### src/rtl/spi_master_mode.sv
// SPI master with selectable CPOL/CPHA and bit order. It generates SCLK from clk, drives cs_n,
// and shifts DATA_W bits full-duplex per transfer using a start/ready/done handshake.
module spi_master_mode #(
   parameter int unsigned DATA_W    = 8,
   parameter int unsigned HALF_DIV  = 2,
   parameter bit          MSB_FIRST = 1'b1
) (
   input  logic              clk,
   input  logic              rst_n,
   input  logic              start,
   input  logic              cpol,
   input  logic              cpha,
   input  logic [DATA_W-1:0] tx_data,
   output logic              ready,
   output logic              done,
   output logic [DATA_W-1:0] rx_data,
   output logic              sclk,
   output logic              mosi,
   input  logic              miso,
   output logic              cs_n,
   output logic              spi_l,
   output logic              spi_t
);
   localparam int unsigned      DIV_W    = $clog2(HALF_DIV) + 1;
   localparam int unsigned      EC_W     = $clog2(2 * DATA_W) + 1;
   localparam logic [DIV_W-1:0] DIV_LAST = DIV_W'(HALF_DIV - 1);
   localparam logic [DIV_W-1:0] DIV_ONE  = DIV_W'(1);
   localparam logic [EC_W-1:0]  EC_INIT  = EC_W'(2 * DATA_W);
   localparam logic [EC_W-1:0]  EC_ONE   = EC_W'(1);

   typedef enum logic [1:0] {IDLE, LEAD, XFER, HOLD} state_t;

   state_t              state, state_next;
   logic [DIV_W-1:0]    div;
   logic [EC_W-1:0]     edge_cnt;
   logic                cpha_q;
   logic [DATA_W-1:0]   tx_sr, rx_sr;
   logic                accept, div_end, toggle, last_edge, finish, lead_edge, trail_edge;
   logic                tx_first, tx_bit;
   logic [DATA_W-1:0]   tx_first_rest, tx_rest, rx_next;

   always_ff @(posedge clk or negedge rst_n) begin
      if (!rst_n) state <= IDLE;
      else        state <= state_next;
   end

   always_comb begin
      state_next = state;
      accept     = 1'b0;
      toggle     = 1'b0;
      last_edge  = 1'b0;
      finish     = 1'b0;
      div_end    = (div == DIV_LAST);
      case (state)
         IDLE: if (start) begin
            accept     = 1'b1;
            state_next = LEAD;
         end
         LEAD: if (div_end) state_next = XFER;
         XFER: if (div_end) begin
            toggle = 1'b1;
            if (edge_cnt == EC_ONE) begin
               last_edge  = 1'b1;
               state_next = HOLD;
            end
         end
         HOLD: if (div_end) begin
            finish     = 1'b1;
            state_next = IDLE;
         end
         default: state_next = IDLE;
      endcase
      // edge_cnt is even before every leading toggle (2W, 2W-2, ...)
      lead_edge  = toggle & ~edge_cnt[0];
      trail_edge = toggle & edge_cnt[0];
   end

   always_comb begin
      tx_first      = MSB_FIRST ? tx_data[DATA_W-1] : tx_data[0];
      tx_first_rest = MSB_FIRST ? (tx_data << 1) : (tx_data >> 1);
      tx_bit        = MSB_FIRST ? tx_sr[DATA_W-1] : tx_sr[0];
      tx_rest       = MSB_FIRST ? (tx_sr << 1) : (tx_sr >> 1);
      rx_next       = MSB_FIRST ? {rx_sr[DATA_W-2:0], miso} : {miso, rx_sr[DATA_W-1:1]};
   end

   always_ff @(posedge clk or negedge rst_n) begin
      if (!rst_n) begin
         ready    <= 1'b1;
         done     <= 1'b0;
         rx_data  <= '0;
         sclk     <= 1'b0;
         mosi     <= 1'b0;
         cs_n     <= 1'b1;
         spi_l    <= 1'b0;
         spi_t    <= 1'b0;
         div      <= '0;
         edge_cnt <= '0;
         cpha_q   <= 1'b0;
         tx_sr    <= '0;
         rx_sr    <= '0;
      end else begin
         done  <= finish;
         spi_l <= lead_edge;
         spi_t <= trail_edge;
         ready <= (state_next == IDLE);
         cs_n  <= (state_next == IDLE);

         if (state == IDLE || div_end) div <= '0;
         else                          div <= div + DIV_ONE;

         if (state == IDLE) sclk <= cpol;

         if (accept) begin
            cpha_q   <= cpha;
            edge_cnt <= EC_INIT;
            rx_sr    <= '0;
            if (!cpha) begin
               mosi  <= tx_first;
               tx_sr <= tx_first_rest;
            end else begin
               tx_sr <= tx_data;
            end
         end

         if (toggle) begin
            sclk     <= ~sclk;
            edge_cnt <= edge_cnt - EC_ONE;
         end

         if (lead_edge) begin
            if (cpha_q) begin
               mosi  <= tx_bit;
               tx_sr <= tx_rest;
            end else begin
               rx_sr <= rx_next;
            end
         end

         if (trail_edge) begin
            if (cpha_q) begin
               rx_sr <= rx_next;
            end else if (!last_edge) begin
               mosi  <= tx_bit;
               tx_sr <= tx_rest;
            end
         end

         if (finish) rx_data <= rx_sr;
      end
   end
endmodule

### config.mk
export PLATFORM = sky130hd
export DESIGN_NAME = spi_master_mode
export DESIGN_NICKNAME = d
export VERILOG_FILES = /design/src/rtl/spi_master_mode.sv
export SDC_FILE = /design/constraint.sdc
export NUM_CORES = 1
export LEC_CHECK = 0
export BUFFER_PORTS_ARGS = -buffer_cell sky130_fd_sc_hd__buf_2
export CELL_PAD_IN_SITES_DETAIL_PLACEMENT = 1
export CELL_PAD_IN_SITES_GLOBAL_PLACEMENT = 1
export CORE_MARGIN = 2
export CORE_UTILIZATION = 25
export DETAILED_ROUTE_END_ITERATION = 10
export PLACE_DENSITY = 0.58
export REMOVE_ABC_BUFFERS = 1
export SLEW_MARGIN = 20
export SYNTH_ARGS = -nofsm -noshare
export SYNTH_HDL_FRONTEND = slang
export SYNTH_SLANG_ARGS = --single-unit
### constraint.sdc
create_clock -name clk -period 2.5 [get_ports clk]
set_clock_uncertainty 0.15 [all_clocks]
set_input_delay 0 -clock clk [delete_from_list [all_inputs] [get_ports clk]]
set_output_delay 0 -clock clk [all_outputs]
set_load 0.03 [all_outputs]
Yosys cells after proc, flatten, opt, wreduce, memory -nomap -nowiden
Index checks and enable logic that the tools add are counted.
{ "totals": {"out_inout_bits": 15, "input_bits": 14, "rom_bits": 0, "n_memories": 0, "latch_bits": 0, "regBits": 40, "ram_bits": 0} }
{ "classes": {"bitwise": 4, "n_mux": 38, "n_eq_ne": 5, "mul": 0, "div": 0, "shift": 0, "n_reduce_logical": 5, "addsub": 2, "order_cmp": 0} }
{ "op_table": {"columns": ["op", "count"], "rows": [
  ["$mux W8", 12],
  ["$mux W1", 17],
  ["$mux W2", 6],
  ["$mux W5", 2],
  ["$pmux W2 S4", 1],
  ["$eq A5 B1 Y1 const B", 1],
  ["$sub A5 B1 Y5 const B", 1],
  ["$eq A2 B1 Y1 const B", 2],
  ["$eq A2 B2 Y1 const B", 2],
  ["$logic_not A2 Y1", 2],
  ["$reduce_bool A2 Y1", 2],
  ["$add A2 B1 Y2 const B", 1],
  ["$and A1 B1 Y1", 2],
  ["$not A1 Y1", 2],
  ["$logic_or A1 B1 Y1", 1]
]} }

Depth between registers and ports, before layout
{ "logic_depth": {"depth_word": 8, "mapped_depth": 7, "mapped_depth_nobuf": 5} }

Worst setup path before layout
Ideal clock, no wire load.
{ "synth_timing": {"path_kind": "flip-flop to flip-flop", "from": "register edge_cnt[0]", "to": "register mosi", "setup_ns": 0.125, "synth_period_minus_slack_ns": 2.016, "n_path_buf": 0, "path_stages_with_launch": 5, "arrival_time_ns": 1.741, "slack_ns": 0.484, "cell_sequence": "dfrtp_1 > ha_1 > or4b_4 > o211ai_4 > mux2_2"} }
{ "synth_between": {"elab_chain_len": 7, "elab_cells_between_ends": 11, "cone_classes": "eq/ne (1); mux (7); bitwise (3)"} }
{ "synth_rtl": {"columns": ["element", "line", "source"], "rows": [
  ["start: declaration", "35", "logic [EC_W-1:0] edge_cnt;"],
  ["start signal: assignment", "127", "edge_cnt <= edge_cnt - EC_ONE;"],
  ["$eq A5 B1 Y1", "62", "if (edge_cnt == EC_ONE) begin"],
  ["$mux W1", "62", null],
  ["$mux W1", "60", "XFER: if (div_end) begin"],
  ["$mux W1", "54", "case (state)"],
  ["$mux W1", "142", "end else if (!last_edge) begin"],
  ["$mux W1", "140", "if (cpha_q) begin"],
  ["$mux W1 *", "139", "if (trail_edge) begin"],
  ["end signal: assignment", "118", "mosi <= tx_first;"],
  ["end signal: assignment", "132", "mosi <= tx_bit;"],
  ["end signal: assignment", "143", "mosi <= tx_bit;"],
  ["end: declaration", "18", "output logic mosi,"]
]} }
Mark *: on every way between the ends. The rest lies on a longest branch, timed or not.
A chain may end at the register's enable or synchronous reset.

Final worst setup path
{ "layout_timing": {"from": "register edge_cnt[0]", "to": "register tx_sr[3]"} }
{ "layout_between": {"elab_chain_len": 7, "elab_cells_between_ends": 11, "cone_classes": "eq/ne (1); mux (7); bitwise (3)"} }
{ "layout_rtl": {"columns": ["element", "line", "source"], "rows": [
  ["$eq A5 B1 Y1", "62", null],
  ["$mux W1", "62", null],
  ["$mux W1", "60", null],
  ["$mux W1", "54", null],
  ["$mux W8", "142", null],
  ["$mux W8", "140", null],
  ["$mux W8 *", "139", null],
  ["end signal: assignment", "121", "tx_sr <= tx_data;"],
  ["end signal: assignment", "133", "tx_sr <= tx_rest;"],
  ["end signal: assignment", "144", "tx_sr <= tx_rest;"],
  ["end: declaration", "37", "logic [DATA_W-1:0] tx_sr, rx_sr;"]
]} }
Marked as above.

==> impl_results.md <==
- Status: finished, final reports clean
- Chip width: 90.4 um
- CP max FO: 9
- Leading area contributor after synthesis: dfrtp_1
- Clock Latency Late Sink: 0.29 ns
- IO Pins: 29
- Cell at the slowest stage of the critical path: or4b_4
- Post-synth EDFFs: 0
- Top cell type's share of synthesized area: 52.3%
- Worst-margin pin slew: 0.901 ns
- Worst slack, placed: 0.329 ns
- Via count: 1277
- FILL cells: 833
- Post-route cell area: 2280 um2
- Flop2flop setup slack: 0.33 ns
- TritonCTS clock tree: done
- Peak per-stage delay on the critical path: 0.48 ns
- Hold Path Class: input port to flop
- Min Tclk post-route: 2.17 ns
- CTS sink count: 40
- Fmax: 461 MHz
- Asr flop ratio synth: 100%
- Clock slew at reported path FFs: 0.07 ns
- Worst path required time: 2.52 ns
- Post-CTS setup buffer count: 0
- Final setup fails: 0
- Per-cell routed wire length: 12.3 um
- Port Buf Inserts: 28
- Sequential cell area fraction in the yosys report: 53.7%
- Share of cells above drive strength 1: 28.3%
- Rel. slew slack: 39.9%
- Hpwl dp: 2.58 mm
- Top cells by area, synth: dfrtp_1, mux2i_1, mux2_2
- Antenna Nets Post-Route: 0
- Cells on worst reg2reg path: 4
- Clk root buf: clkbuf_8
- TritonCTS buffer count: 5
- 1st-pass router iterations: 4
- Max-Cap Viols: 0
- Syn Inst Count: 166
- Yosys warnings: 0
- Leak: 1.06 nW
- Die area: 8170 um2
- Hold-fix buffers, CTS: 9
- Largest net degree at the start of global routing: 41
- Die Y: 90.4 um
- Setup TNS Final: 0 ns
- Initial DRC count: 48
- DR vias/cell: 4.20
- Cts repair resizes: 0
- Hold Path Sink: tx_sr[5]
- Hold depth: 4
- Final worst slack: 0.331 ns
- First-pass GRT wire length: 6.78 mm
- Worst setup path class: flop to flop
- Crit start category: flop
- H-tree Lvls: 2
- Fin. max-slew vios: 0
- R2r endpoint: tx_sr[3]
- Core Region: 7250 um2
- Post-layout util: 31.5%
- Worst vdd ir: 0.000269 V
- Unrepaired setup endpoints after global routing: false
- Delay-heaviest family, CP: simple AND/OR/NAND/NOR gates
- Main synth FF type: dfrtp_1
- CP Buf/Inv Count: 0
- Clock Tree Buf Depth: 2
- Synthesis-stage register bit count: 40
- Total Wirelength: 3.73 mm
- Initial Utilization: 25.7%
- Distinct cells, synth: 31
- Antenna diodes: 0
- DRC viols: 0
- Fin. Hold Viols: 0
- Power Density: 974 nW/um2
- HP Start: tx_data[5]
- Post-route clock period utilization: 86.8%
- All-Layer GR Usage: 10.2%
- Gr ovfl total: 0
- Hold Slack: 0.00245 ns
- Area added between synthesis and finish: 22.3%
- Crit Reg-Reg Startpoint: edge_cnt[0]
- GPL Wtd Cong: 0.716
- Vias in the first global route: 1450
- CP Capture Type: flop
- Number of antenna violations at the first check in global routing: 0
- Worst Path Arrival: 2.19 ns
- Area after DPL: 2120 um2
- Crit path cell chain: ha_1 > or4b_4 > o211ai_4 > mux2_2
- Post-Syn Area per Cell: 11.2 um2
- Final #Nets: 222
- # rows: 31
- Post-Synthesis Cell Area: 1870 um2
## routing by layer
layer  GRT usage (%)  vias to the layer above  wire (um)
li1                -                      631          -
met1            12.1                      625       1690
met2            17.4                       16       1840
met3            3.51                        5        150
met4            3.08                        0         53
met5               0                        -          0
## flip-flops by register name (all words and copies together) (netlist names)
signal    flops
rx_data       8
div           2
spi_l         1
mosi          1
cs_n          1
sclk          1
tx_sr         8
done          1
edge_cnt      5
state         2
cpha_q        1
spi_t         1
rx_sr         8
## kinds of logic (layout without fill, tap and decap cells)
kind of cell | after synthesis | count (layout) | synth area share (%)
AND/OR/NAND/NOR | 47 | 47 | 12.8
multiplexers | 35 | 35 | 19.8
AO/OA/AOI/OAI | 16 | 16 | 5.76
flip-flops | 40 | 40 | 53.7
buffers and inverters | 23 | 62 | 5.03
adder cells (fa/ha/maj) | 3 | 3 | 2.01
XOR/XNOR | 2 | 2 | 0.939
## area by class of cell
type                    instances  area [um2]  area share, %
flip-flops and latches         40        1000           43.9
multi-input cells             103         771           33.8
repair buffers                 40         253           11.1
well taps                      99         124           5.42
clock buffers                   6        72.6           3.18
inverters                      15        56.3           2.47
clock inverters                 1        5.00          0.219
## per-stage QoR
step	instances	power [mW]
after floorplan	158	1.59
after global placement	288	1.82
after detailed placement	288	1.84
after CTS	304	2.28
after global routing	304	2.42
final	304	2.22
## tightest hold or removal path, cell delays in order
cell,delay [ns]
buf_2,0.08
mux2_2,0.13
mux2i_1,0.06
mux2i_1,0.12
## cell usage in the layout (no fill, tap or decap)
master and n:
nor3_1 2, buf_4 3, clkinv_2 1, nand3_1 4, nor4b_1 2, a22oi_1 1
xor2_1 1, o21ai_0 10, o31ai_1 1, o21a_1 1, nor2_1 5, or4b_4 1
dlygate4sd3_1 9, o211ai_4 1, inv_1 15, clkbuf_1 1, nor4_1 1, nand2_1 24
xnor2_1 1, nand3b_2 1, nor2b_1 2, nor2_2 1, buf_2 28, o22ai_1 1
ha_1 3, dfstp_2 1, mux2_2 15, nor3b_1 2, clkbuf_8 5, mux2i_1 20
a21boi_0 1, or3b_2 1, dfrtp_1 39, and3b_1 1
## where the power goes
group / switching [mW] / total [mW] / internal, mW
Clock: 0.212 / 0.402 / 0.190
Sequential: 0.160 / 1.01 / 0.855
Combinational: 0.461 / 0.808 / 0.347
## worst max path at each step
stage	cells past startpoint	end	from
after CTS	4	tx_sr[7]	edge_cnt[0]
after global placement	4	tx_sr[3]	edge_cnt[0]
final	4	tx_sr[3]	edge_cnt[0]
after global routing	4	tx_sr[7]	edge_cnt[0]
after floorplan	3	tx_sr[6]	state[1]
after detailed placement	4	tx_sr[7]	edge_cnt[0]
## synthesized netlist by cell type, drive strengths merged (2+ instances only)
master   n
nand2   24
buf      4
dfrtp   39
inv     15
ha       3
clkbuf   4
mux2    15
nand3    4
nor2     6
o21ai   10
nor4b    2
nor3b    2
mux2i   20
nor2b    2
nor3     2
(Power assumes the default switching activity.)
